`config.mk`:
```
export PLATFORM = sky130hd
export DESIGN_NAME = prince_sbox_cms_compress
export DESIGN_NICKNAME = d
export VERILOG_FILES = /design/src/rtl/prince_cms_pkg.sv /design/src/rtl/cms_ring_refresh.sv /design/src/rtl/prince_sbox_cms_compress.sv
export SDC_FILE = /design/constraint.sdc
export NUM_CORES = 1
export LEC_CHECK = 0
export BUFFER_PORTS_ARGS = -buffer_cell sky130_fd_sc_hd__buf_2
export CAP_MARGIN = 10
export CELL_PAD_IN_SITES_DETAIL_PLACEMENT = 1
export CELL_PAD_IN_SITES_GLOBAL_PLACEMENT = 1
export CORE_MARGIN = 2
export CORE_UTILIZATION = 36
export DETAILED_ROUTE_END_ITERATION = 16
export PLACE_DENSITY = 0.83
export SLEW_MARGIN = 25
export SYNTH_ARGS = -nofsm -noshare
export SYNTH_HDL_FRONTEND = slang
export SYNTH_SLANG_ARGS = --single-unit
```
`constraint.sdc`:
```
create_clock -name clk -period 3.1 [get_ports clk]
set_input_delay 0.31 -clock clk [delete_from_list [all_inputs] [get_ports clk]]
set_output_delay 0.31 -clock clk [all_outputs]
set_load 0.01 [all_outputs]
```
`src/rtl/prince_cms_pkg.sv`:
```
// -----------------------------------------------------------------------------
// prince_cms_pkg
// Shared constants, share-vector typedefs and index helpers for the
// first-order CMS-masked PRINCE S-box datapath.
//   PRINCE_SBOX_BITS : S-box output bits
//   CMS_IN_SHARES    : expanded shares per output bit (component-function side)
//   CMS_OUT_SHARES   : compressed shares per output bit (round-layer side)
// Share vectors are flat: bit b, share s lives at b*<shares>+s.
// -----------------------------------------------------------------------------
package prince_cms_pkg;

    localparam int PRINCE_SBOX_BITS = 4;
    localparam int CMS_IN_SHARES    = 8;
    localparam int CMS_OUT_SHARES   = 2;

    typedef logic [PRINCE_SBOX_BITS*CMS_IN_SHARES-1:0]  cms_exp_vec_t;
    typedef logic [PRINCE_SBOX_BITS*CMS_OUT_SHARES-1:0] cms_cmp_vec_t;

    // Flat position of share s of bit b in a vector with n shares per bit.
    function automatic int share_idx(input int b, input int s, input int n);
        return b * n + s;
    endfunction

    // Ring neighbour feeding share s: (s-1) mod n.
    function automatic int ring_prev(input int s, input int n);
        return (s + n - 1) % n;
    endfunction

endpackage

```
`src/rtl/cms_ring_refresh.sv`:
```
// -----------------------------------------------------------------------------
// cms_ring_refresh
// Purely combinational ring refresh for one S-box output bit:
//   refreshed[s] = share[s] ^ rnd[s] ^ rnd[(s-1) mod N]
// Each rnd bit enters exactly two neighbouring shares, so the XOR of all
// shares is preserved while every share is re-masked.
// Build option: CMS_RING_REFRESH_EN. When undefined the block is a plain
// pass-through (functional/debug build, not side-channel secure) and rnd
// is ignored.
// Ports:
//   share     in  N  expanded shares of one bit
//   rnd       in  N  fresh randomness for this bit
//   refreshed out N  re-masked shares
// -----------------------------------------------------------------------------
module cms_ring_refresh
    import prince_cms_pkg::*;
#(
    parameter int N = CMS_IN_SHARES
) (
    input  logic [N-1:0] share,
    input  logic [N-1:0] rnd,
    output logic [N-1:0] refreshed
);

`ifdef CMS_RING_REFRESH_EN
    genvar gi;
    generate
        for (gi = 0; gi < N; gi++) begin : g_share
            assign refreshed[gi] = share[gi] ^ rnd[gi] ^ rnd[ring_prev(gi, N)];
        end
    endgenerate
`else
    assign refreshed = share;

    logic unused_rnd;
    assign unused_rnd = ^rnd;
`endif

endmodule

```
`src/rtl/prince_sbox_cms_compress.sv`:
```
// -----------------------------------------------------------------------------
// prince_sbox_cms_compress
// Output stage of the CMS-masked PRINCE S-box. Expanded shares are ring
// refreshed and registered (R1, the non-completeness glitch barrier), then
// each bit is compressed to NUM_OUT_SHARES shares by registered XOR trees
// (R2). Both stages form a 2-deep elastic valid/ready pipeline.
// Build option: CMS_RING_REFRESH_EN enables the ring refresh and makes
// rnd_valid_i part of the accept condition; otherwise shares pass unmasked
// and rnd_i / rnd_valid_i are ignored.
// Ports:
//   clk, rst     clock, synchronous active-high reset
//   shares_i     expanded shares, bit b share s at b*NUM_IN_SHARES+s
//   valid_i      shares_i valid
//   ready_o      stage can accept shares_i
//   rnd_i        fresh randomness, same indexing as shares_i
//   rnd_valid_i  rnd_i valid
//   shares_o     compressed shares, bit b share k at b*NUM_OUT_SHARES+k
//   valid_o      shares_o valid
//   ready_i      consumer accepts shares_o
// -----------------------------------------------------------------------------
module prince_sbox_cms_compress
    import prince_cms_pkg::*;
#(
    parameter int NUM_IN_SHARES  = CMS_IN_SHARES,
    parameter int NUM_OUT_SHARES = CMS_OUT_SHARES,
    parameter int NUM_BITS       = PRINCE_SBOX_BITS
) (
    input  logic                                clk,
    input  logic                                rst,
    input  logic [NUM_BITS*NUM_IN_SHARES-1:0]   shares_i,
    input  logic                                valid_i,
    output logic                                ready_o,
    input  logic [NUM_BITS*NUM_IN_SHARES-1:0]   rnd_i,
    input  logic                                rnd_valid_i,
    output logic [NUM_BITS*NUM_OUT_SHARES-1:0]  shares_o,
    output logic                                valid_o,
    input  logic                                ready_i
);

    localparam int GRP = NUM_IN_SHARES / NUM_OUT_SHARES;
    localparam int IW  = NUM_BITS * NUM_IN_SHARES;
    localparam int OW  = NUM_BITS * NUM_OUT_SHARES;

    logic [IW-1:0] r1_reg;
    logic [IW-1:0] r1_next;
    logic          v1_reg;
    logic [OW-1:0] r2_reg;
    logic [OW-1:0] r2_next;
    logic          vo_reg;

    logic r2_load;
    logic r1_load;
    logic accept;

    // R2 drains or is empty; R1 can then move forward in the same cycle.
    assign r2_load = !vo_reg || ready_i;
    assign r1_load = !v1_reg || r2_load;
    assign ready_o = r1_load;

`ifdef CMS_RING_REFRESH_EN
    // Shares and randomness are consumed together, so rnd is never reused.
    assign accept = valid_i && rnd_valid_i && ready_o;
`else
    assign accept = valid_i && ready_o;

    logic unused_rnd_valid;
    assign unused_rnd_valid = rnd_valid_i;
`endif

    genvar gi, gk;
    generate
        for (gi = 0; gi < NUM_BITS; gi++) begin : g_bit
            cms_ring_refresh #(
                .N(NUM_IN_SHARES)
            ) u_refresh (
                .share     (shares_i[share_idx(gi, 0, NUM_IN_SHARES) +: NUM_IN_SHARES]),
                .rnd       (rnd_i[share_idx(gi, 0, NUM_IN_SHARES) +: NUM_IN_SHARES]),
                .refreshed (r1_next[share_idx(gi, 0, NUM_IN_SHARES) +: NUM_IN_SHARES])
            );

            // Output share k folds the k-th contiguous group of R1 shares;
            // only registered values feed this tree.
            for (gk = 0; gk < NUM_OUT_SHARES; gk++) begin : g_out
                assign r2_next[share_idx(gi, gk, NUM_OUT_SHARES)] =
                    ^r1_reg[share_idx(gi, gk * GRP, NUM_IN_SHARES) +: GRP];
            end
        end
    endgenerate

    always_ff @(posedge clk) begin
        if (rst) begin
            v1_reg <= 1'b0;
            r1_reg <= '0;
            vo_reg <= 1'b0;
            r2_reg <= '0;
        end else begin
            if (r1_load) begin
                v1_reg <= accept;
            end
            if (accept) begin
                r1_reg <= r1_next;
            end
            if (r2_load) begin
                vo_reg <= v1_reg;
                if (v1_reg) begin
                    r2_reg <= r2_next;
                end
            end
        end
    end

    assign shares_o = r2_reg;
    assign valid_o  = vo_reg;

endmodule

```
**Word-level counts from Yosys, hierarchy flattened**

Cells that the tools add are included.

- Register bits: 42
- Latch bits: 0
- RAM bits: 0
- Bits in read-only memories: 0
- Bits of input ports: 69
- Logic and storage cells: 18
- Memories: 0

- $add $sub $neg: 0
- $mul: 0
- Div/mod/pow operators: 0
- $lt $le $gt $ge: 0
- Eq/ne operators: 0
- Shift-type cells: 0
- Multiplexer cells: 0
- Bitwise operators: 0
- Reductions and logical operators: 14

Operators by type and width:

| kind | number |
|---|---|
| $reduce_xor A4 Y1 | 8 |
| $logic_not A1 Y1 | 2 |
| $logic_or A1 B1 Y1 | 2 |
| $reduce_and A2 Y1 | 1 |
| $logic_and A1 B1 Y1 | 1 |

**Longest topological paths before layout**

Gate-level depths: netlist of the first run.

- Depth in word-level cells: 4
- Gate-level depth with buffers: 6
- Mapped depth without buffers: 4

**By module**

A second synthesis of the first run with hierarchy kept.

- Cells, all modules: 240
- Area total of the unflattened synthesis: 2,107.0 um2

By module, submodules not included:

| module | times used | cells an instance | area each (um2) | seq. area each (um2) |
|---|---|---|---|---|
| prince_sbox_cms_compress | 1 | 208 | 1,866.8 | 840.8 |
| cms_ring_refresh | 4 | 8 | 60.1 | 0.0 |

**Least setup slack after synthesis of the first run**

OpenSTA, ideal clock, no wires.

- Kind: register to output
- From: reg vo_reg, in the netlist valid_o
- To: out ready_o
- Arrival time: 0.865 ns
- Data required time: 2.790 ns
- Slack: 1.925 ns
- Cell stages (with the launch flop): 5
- Path buffers: 2
- Cell sequence: dfxtp_1 > and3b_1 > buf_6 > clkinv_4 > buf_6

- Word-level cells in the longest chain between the ends: 3

RTL lines:

| item | line | RTL |
|---|---|---|
| from (decl) | prince_sbox_cms_compress.sv:49 | `logic vo_reg;` |
| from (signal assigned) | prince_sbox_cms_compress.sv:104 | `vo_reg <= v1_reg;` |
| $logic_not A1 Y1 | prince_sbox_cms_compress.sv:56 | `assign r2_load = !vo_reg \|\| ready_i;` |
| $logic_or A1 B1 Y1 | prince_sbox_cms_compress.sv:56 |  |
| $logic_or A1 B1 Y1 | prince_sbox_cms_compress.sv:57 | `assign r1_load = !v1_reg \|\| r2_load;` |
| to (decl) | prince_sbox_cms_compress.sv:32 | `output logic ready_o,` |

Every way passes these cells.

**Worst setup path in the final report of the first run**

- From: reg v1_reg
- To: out ready_o

- Word-level cells in the longest chain between the ends: 2

RTL lines:

| item | line | RTL |
|---|---|---|
| from (decl) | prince_sbox_cms_compress.sv:46 | `logic v1_reg;` |
| from (signal assigned) | prince_sbox_cms_compress.sv:98 | `v1_reg <= accept;` |
| $logic_not A1 Y1 | prince_sbox_cms_compress.sv:57 |  |
| $logic_or A1 B1 Y1 | prince_sbox_cms_compress.sv:57 |  |

Every way passes these cells.

==> results_dict.tcl, run 1 <==
set metrics [dict create \
    synth_top_family_by_area "compound AO/OA/AOI/OAI gates" \
    cp.required_ps 2790 \
    io_buffer_count 45 \
    ir_drop_mv 0.257 \
    hold_start "shares_i[26]" \
    setup_viol 0 \
    start_kind "register" \
    hp-class "primary input to register" \
    end_kind "primary output" \
    pre_cts_ws_ps 1210 \
    fp-row-count 26 \
    min_period_ps 2200 \
    cts_resized 0 \
    hpwl_mm 2.82 \
    cap_violations 0 \
    final_hold_viol_count 0 \
    cts_setup_buffers 0 \
    placed_cells 302 \
    core_um2 5040 \
    grt_start_max_net_pins 43 \
    drive_gt1_frac 0.271 \
    wl_per_cell_um 13.5 \
    synth_cell_type_count 17 \
    tritoncts "built" \
    largest_register_ff_count 32 \
    finalSetupTns_ps 0 \
    syn_to_final_growth_pct 15.2 \
    timing.rr.start "v1_reg" \
    pin_count 79 \
    antenna_left 0 \
    final_nets 308 \
    tightest_slew_ps 834 \
    syn_avg_cell_area_um2 8.97 \
    slew-limit-headroom 0.444 \
    ctsRootBufferMaster "clkbuf_8" \
    grtUsageTotal 0.148 \
    synth_fa_ha_area_frac 0 \
    crit_path_max_fanout 34 \
    grt.met2_usage 0.246 \
    die_area_um2 5780 \
    start_util 0.370 \
    startpoint "v1_reg" \
    grt_setup_unrepaired "no" \
    yosys.area_share.simple 0.0985 \
    cts_max_level 2 \
    grt.busiest_layer "met2" \
    final_area_um2 2150 \
    gp_congestion 0.710 \
    grt_pass1_vias 1540 \
    synth-seq-cells 42 \
    power.total_mw 1.18 \
    routed_wl_mm 4.19 \
    drc 0 \
    drt_iter0_drc 112 \
    cts_buffer_depth 2 \
    clkTransAtPathRegs_ps 80 \
    grt_pass1_wl_mm 6.99 \
    final_cells 310 \
    cp.arrival_ps 1890 \
    viasPerCell 5.01 \
    synthMuxAreaShare 0 \
    worstSkewPairLatency_ps 290 \
    fin_skew_ps 6.73 \
    p_leak_nw 0.808 \
    insertedDiodeCount 0 \
    grtUsageMet3 0.0462 \
    crit_type "register to primary output" \
    synth_xor_area_frac 0.113 \
    netlist_area_um2 1870 \
    cts_num_sinks 42 \
    min_period_over_period 0.709 \
    grt_use_met1 0.186 \
    yosysSeqAreaShare 0.450 \
    antenna_found_initial 0 \
    placed_area_um2 2040 \
    grt-ovfl-total 0 \
    dr_total_vias 1552 \
    max_freq_mhz 455 \
    status "finished clean" \
    synth_compound_area_frac 0.252 \
    cts-buffers-inserted 5 \
    syn_nets 277 \
    die_w_um 76.0 \
    slew_violations 0 \
    postCtsHoldBufs 0 \
    ys_warn_count 0 \
    pwr_density_cell_nw_per_um2 550 \
    syn_inst 208 \
    die_h_um 76.0 \
    fin_ws_ps 902 \
    firstDrtPassIters 4 \
]
==> critical path: stages (launching register included) <==
cell      delay, ps
dfxtp_1         550
and3b_1         220
buf_4           310
clkinv_4        290
buf_2           220
==> layout by cell type (no fill, tap or decap), drive strengths merged <==
master / n
a211oi: 8
a21oi: 42
and2: 1
and3b: 1
buf: 46
bufinv: 1
clkbuf: 5
clkinv: 3
dfxtp: 42
inv: 2
nand2b: 1
nand3: 32
o21ai: 32
xnor2: 24
==> routing by layer <==
metal | wire length (um) | vias up | share of wire
met1 | 1920 | 727 | 0.46
met2 | 2030 | 30 | 0.49
met5 | 0 | - | 0
met3 | 185 | 5 | 0.044
met4 | 45 | 0 | 0.011
li1 | - | 790 | -
==> path summary, 6_finish.rpt <==
kind | end | slack (ps) | cells past startpoint
min reg2reg | r1_reg[0] | 490 | 2
max | ready_o | 900 | 4
max reg2reg | r1_reg[14] | 1310 | 5
min | r1_reg[26] | 260 | 3
==> cell type report <==
cell class / instances / area (um^2)
Inverter: 3 / 16.3
Clock buffer: 5 / 68.8
Tap cell: 70 / 87.6
Multi-Input combinational cell: 141 / 865
Sequential cell: 42 / 841
Timing Repair Buffer: 46 / 233
Clock inverter: 3 / 40.0
Fill cell: 622 / 2890
==> per-stage QoR <==
step	hold WS, ps	util
floorplan	458	-
global placement	476	0.405
detailed placement	484	0.405
CTS	255	0.427
global route	259	0.427
finish	259	0.427
==> cell usage after synthesis (all sizes together) <==
cell / n / share of area
a21oi: 42 / 0.11
dfxtp: 42 / 0.45
nand3: 32 / 0.086
o21ai: 32 / 0.086
xnor2: 24 / 0.11
buf: 14 / 0.062
a211oi: 8 / 0.054
clkbuf: 8 / 0.016
inv: 2 / 0.0040
and2: 1 / 0.0047
and3b: 1 / 0.0047
clkinv: 1 / 0.0047
nand2b: 1 / 0.0034
==> power breakdown <==
group          switching [mW]  internal, mW  leakage (nW)
clock network           0.186         0.237        0.0579
logic                  0.0882        0.0775         0.404
registers              0.0214         0.573         0.346
total                   0.296         0.887         0.808
==> logic make-up (layout without fill, tap and decap cells) <==
group | Yosys count | count (layout)
AO/OA/AOI/OAI | 82 | 82
flip-flops | 42 | 42
AND/OR/NAND/NOR | 35 | 35
buffers and inverters | 25 | 57
XOR/XNOR | 24 | 24
Note: power is estimated with default switching activity, not from simulation.
==> run 2: changes to the inputs <==
--- a/config.mk
+++ b/config.mk
@@ -10,9 +10,9 @@
 export CELL_PAD_IN_SITES_DETAIL_PLACEMENT = 1
 export CELL_PAD_IN_SITES_GLOBAL_PLACEMENT = 1
 export CORE_MARGIN = 2
-export CORE_UTILIZATION = 36
+export CORE_UTILIZATION = 34
 export DETAILED_ROUTE_END_ITERATION = 16
-export PLACE_DENSITY = 0.83
+export PLACE_DENSITY = 0.79
 export SLEW_MARGIN = 25
 export SYNTH_ARGS = -nofsm -noshare
 export SYNTH_HDL_FRONTEND = slang
==> constraint.sdc (replaced) <==
create_clock -name clk -period 2.2 [get_ports clk]
set_input_delay 0.22 -clock clk [delete_from_list [all_inputs] [get_ports clk]]
set_output_delay 0.22 -clock clk [all_outputs]
set_load 0.01 [all_outputs]
==> results_dict.tcl, run 2 (synthesis gave the netlist of run 1 again) <==
set metrics [dict create \
    cts_num_sinks 42 \
    crit_path_max_incr_delay_ps 530 \
    pin_count 79 \
    fillers 645 \
    grt_use_met1 0.183 \
    end_kind "primary output" \
    grt_pass1_vias 1551 \
    placed_cells 303 \
    grt-ovfl-total 0 \
    slew_violations 0 \
    pwr_density_cell_nw_per_um2 763 \
    grt.busiest_layer "met2" \
    cp.arrival_ps 1590 \
    status "finished clean" \
    cts_buffer_depth 2 \
    grtUsageMet3 0.0310 \
    postCtsHoldBufs 0 \
    setup_viol 0 \
    die_w_um 78.1 \
    worstSkewPairLatency_ps 290 \
    min_period_over_period 0.823 \
    grtUsageTotal 0.149 \
    clkTransAtPathRegs_ps 80 \
    grt_pass1_wl_mm 7.07 \
    gp_congestion 0.732 \
    ir_drop_mv 0.334 \
    p_leak_nw 0.813 \
    die_area_um2 6100 \
    crit_family "flip-flops" \
    seqCellArea_um2 841 \
    grt.met2_usage 0.249 \
    insertedDiodeCount 0 \
    final_area_um2 2160 \
    slowest_stage "dfxtp_1" \
    multi_input_area_um2 865 \
    cts-buffers-inserted 5 \
    largest_register_ff_count 32 \
    hp-class "primary input to register" \
    slew-limit-headroom 0.433 \
    drt_iter0_drc 51 \
    min_period_ps 1810 \
    cts_setup_buffers 0 \
    fin_skew_ps 3.65 \
    placed_area_um2 2050 \
    cap_violations 0 \
    final_cell_mix "45 x buf_2, 42 x a21oi_1, 42 x dfxtp_1" \
    power.total_mw 1.65 \
    start_kind "register" \
    tightest_slew_ps 851 \
    fp-row-count 26 \
    cts_resized 0 \
    hpwl_mm 2.77 \
    crit_type "register to primary output" \
    routed_wl_mm 4.25 \
    ctsRootBufferMaster "clkbuf_8" \
    crit_buf_inv 2 \
    final_hold_viol_count 0 \
    dr_total_vias 1536 \
    io_buffer_count 45 \
    syn_to_final_growth_pct 15.7 \
    cp.required_ps 1980 \
    max_freq_mhz 552 \
    start_util 0.359 \
    final_nets 309 \
    finalSetupTns_ps 0 \
    drive_gt1_frac 0.274 \
    grt_setup_unrepaired "no" \
    core_um2 5200 \
    die_h_um 78.1 \
    antenna_left 0 \
    final_cells 311 \
    final_common_cell "buf_2" \
    tritoncts "built" \
    cts_max_level 2 \
    wl_per_cell_um 13.7 \
    antenna_found_initial 0 \
    drc 0 \
    grt_start_max_net_pins 43 \
    viasPerCell 4.94 \
    firstDrtPassIters 5 \
    path_cells "and3b_1, clkinv_4, buf_2" \
    crit_path_max_fanout 34 \
]
-- run 2: cell type report --
class                           instances  share of cell area
Inverter                                3             0.00753
Multi-Input combinational cell        141               0.400
Sequential cell                        42               0.389
Clock buffer                            8              0.0510
Timing Repair Buffer                   47               0.111
Tap cell                               70              0.0406
-- run 2: worst min-delay path, stage by stage --
cell     delay [ps]
buf_2           100
nand3_1          50
a21oi_1          50
-- run 2: worst paths after layout --
| path | startpoint | end | slack (ps) | depth (start not counted) |
|---|---|---|---|---|
| hold reg to reg | r1_reg[10] | r1_reg[10] | 490 | 2 |
| setup reg to reg | v1_reg | r1_reg[27] | 610 | 4 |
| hold / removal | shares_i[10] | r1_reg[10] | 170 | 3 |
| setup / recovery | v1_reg | ready_o | 390 | 3 |
-- run 2: power by group --
part           switching (mW)  internal [mW]  leakage (nW)
logic                   0.127          0.110         0.409
clock network           0.256          0.317        0.0575
registers              0.0293          0.807         0.346
total                   0.413           1.23         0.813
-- run 2: stage by stage --
stage          setup slack, ps  hold WS [ps]  utilization
2_1_floorplan             1080           368            -
3_3_place_gp               716           475        0.394
3_5_place_dp               661           481        0.394
4_1_cts                    366           165        0.415
5_1_grt                    219           168        0.415
6_report                   389           170        0.415
-- run 2: layer usage --
layer  vias to the layer above  share of wire
met2                        36           0.46
met5                         -              0
met4                         0          0.017
li1                        786              -
met1                       707           0.48
met3                         7          0.050
==> run 3: changes to the inputs <==
==> constraint.sdc (replaced) <==
create_clock -name clk -period 1.9 [get_ports clk]
set_input_delay 0.19 -clock clk [delete_from_list [all_inputs] [get_ports clk]]
set_output_delay 0.19 -clock clk [all_outputs]
set_load 0.01 [all_outputs]
==> results_dict.tcl, run 3 (synthesis gave the netlist of run 1 again) <==
set metrics [dict create \
    hold_start "shares_i[14]" \
    timing.rr.start "valid_o" \
    cts_num_sinks 42 \
    cts_resized 0 \
    fp-row-count 26 \
    fin_skew_ps 3.49 \
    start_kind "register" \
    hp-class "primary input to register" \
    cp.arrival_ps 1370 \
    ir_drop_mv 0.341 \
    cts_buffer_depth 2 \
    die_w_um 78.1 \
    viasPerCell 4.95 \
    fin_ws_ps 345 \
    end_kind "primary output" \
    grt_pass1_vias 1561 \
    drive_gt1_frac 0.280 \
    setup_viol 0 \
    firstDrtPassIters 4 \
    slew-limit-headroom 0.677 \
    status "finished clean" \
    finalSetupTns_ps 0 \
    crit_type "register to primary output" \
    grtUsageTotal 0.144 \
    syn_to_final_growth_pct 16.4 \
    grt_start_max_net_pins 43 \
    pin_count 79 \
    die_h_um 78.1 \
    grt_setup_unrepaired "no" \
    drt_iter0_drc 64 \
    min_period_ps 1560 \
    final_cells 313 \
    cap_violations 0 \
    insertedDiodeCount 0 \
    tightest_slew_ps 483 \
    grt-ovfl-total 0 \
    antenna_left 0 \
    cts_max_level 2 \
    gp_congestion 0.742 \
    antenna_found_initial 0 \
    crit_path_max_fanout 34 \
    pre_cts_ws_ps 612 \
    dr_total_vias 1548 \
    worstSkewPairLatency_ps 290 \
    final_nets 311 \
    max_freq_mhz 643 \
    cp.required_ps 1710 \
    largest_register_ff_count 32 \
    power.total_mw 1.93 \
    die_area_um2 6100 \
    core_um2 5200 \
    tritoncts "built" \
    hold_slack_ps 138 \
    hpwl_mm 2.73 \
    grt_pass1_wl_mm 6.97 \
    min_period_over_period 0.818 \
    postCtsHoldBufs 0 \
    placed_cells 305 \
    io_buffer_count 45 \
    final_hold_viol_count 0 \
    routed_wl_mm 4.03 \
    cts-buffers-inserted 5 \
    start_util 0.359 \
    clkTransAtPathRegs_ps 80 \
    pwr_density_cell_nw_per_um2 889 \
    drc 0 \
    ctsRootBufferMaster "clkbuf_8" \
    wl_per_cell_um 12.9 \
    final_common_cell "buf_2" \
    startpoint "valid_o" \
    cts_setup_buffers 0 \
    final_cell_mix "45 x buf_2, 42 x a21oi_1, 42 x dfxtp_1" \
    p_leak_nw 0.823 \
    slew_violations 0 \
]
## run 3: cell type report
class	instances	area [um^2]
clock buffers	5	68.8
multi-input cells	141	865
fillers	637	3030
repair buffers	49	255
inverters	3	16.3
flip-flops and latches	42	841
well taps	70	87.6
clock inverters	3	40.0
## run 3: worst paths after layout
| kind | endpoint | slack [ps] | depth (start not counted) |
|---|---|---|---|
| worst max-delay path | ready_o | 340 | 3 |
| worst min-delay path | r1_reg[14] | 140 | 3 |
| worst max register to register | r1_reg[31] | 580 | 4 |
| worst min register to register | r1_reg[30] | 490 | 2 |
## run 3: routing by layer
layer | track usage | vias to the layer above | share of wire
met1 | 0.177 | 715 | 0.48
met2 | 0.239 | 33 | 0.46
met5 | 0 | - | 0
met3 | 0.0299 | 7 | 0.043
met4 | 0.0737 | 0 | 0.020
li1 | - | 793 | -
## run 3: power breakdown
group	total (mW)	internal, mW	leakage (nW)	switching (mW)
clock	0.690	0.387	0.0579	0.303
combinational	0.276	0.131	0.419	0.145
sequential	0.966	0.935	0.346	0.0310
## run 3: metrics by stage
stage               instance area, um^2  utilization
floorplan                          1870            -
global placement                   2060        0.397
detailed placement                 2060        0.397
CTS                                2170        0.418
global route                       2170        0.418
finish                             2170        0.418
## run 3: critical path, cell delays in order (launching register included)
cell	delay, ps
dfxtp_1	350
and3b_1	260
clkinv_4	230
buf_2	220
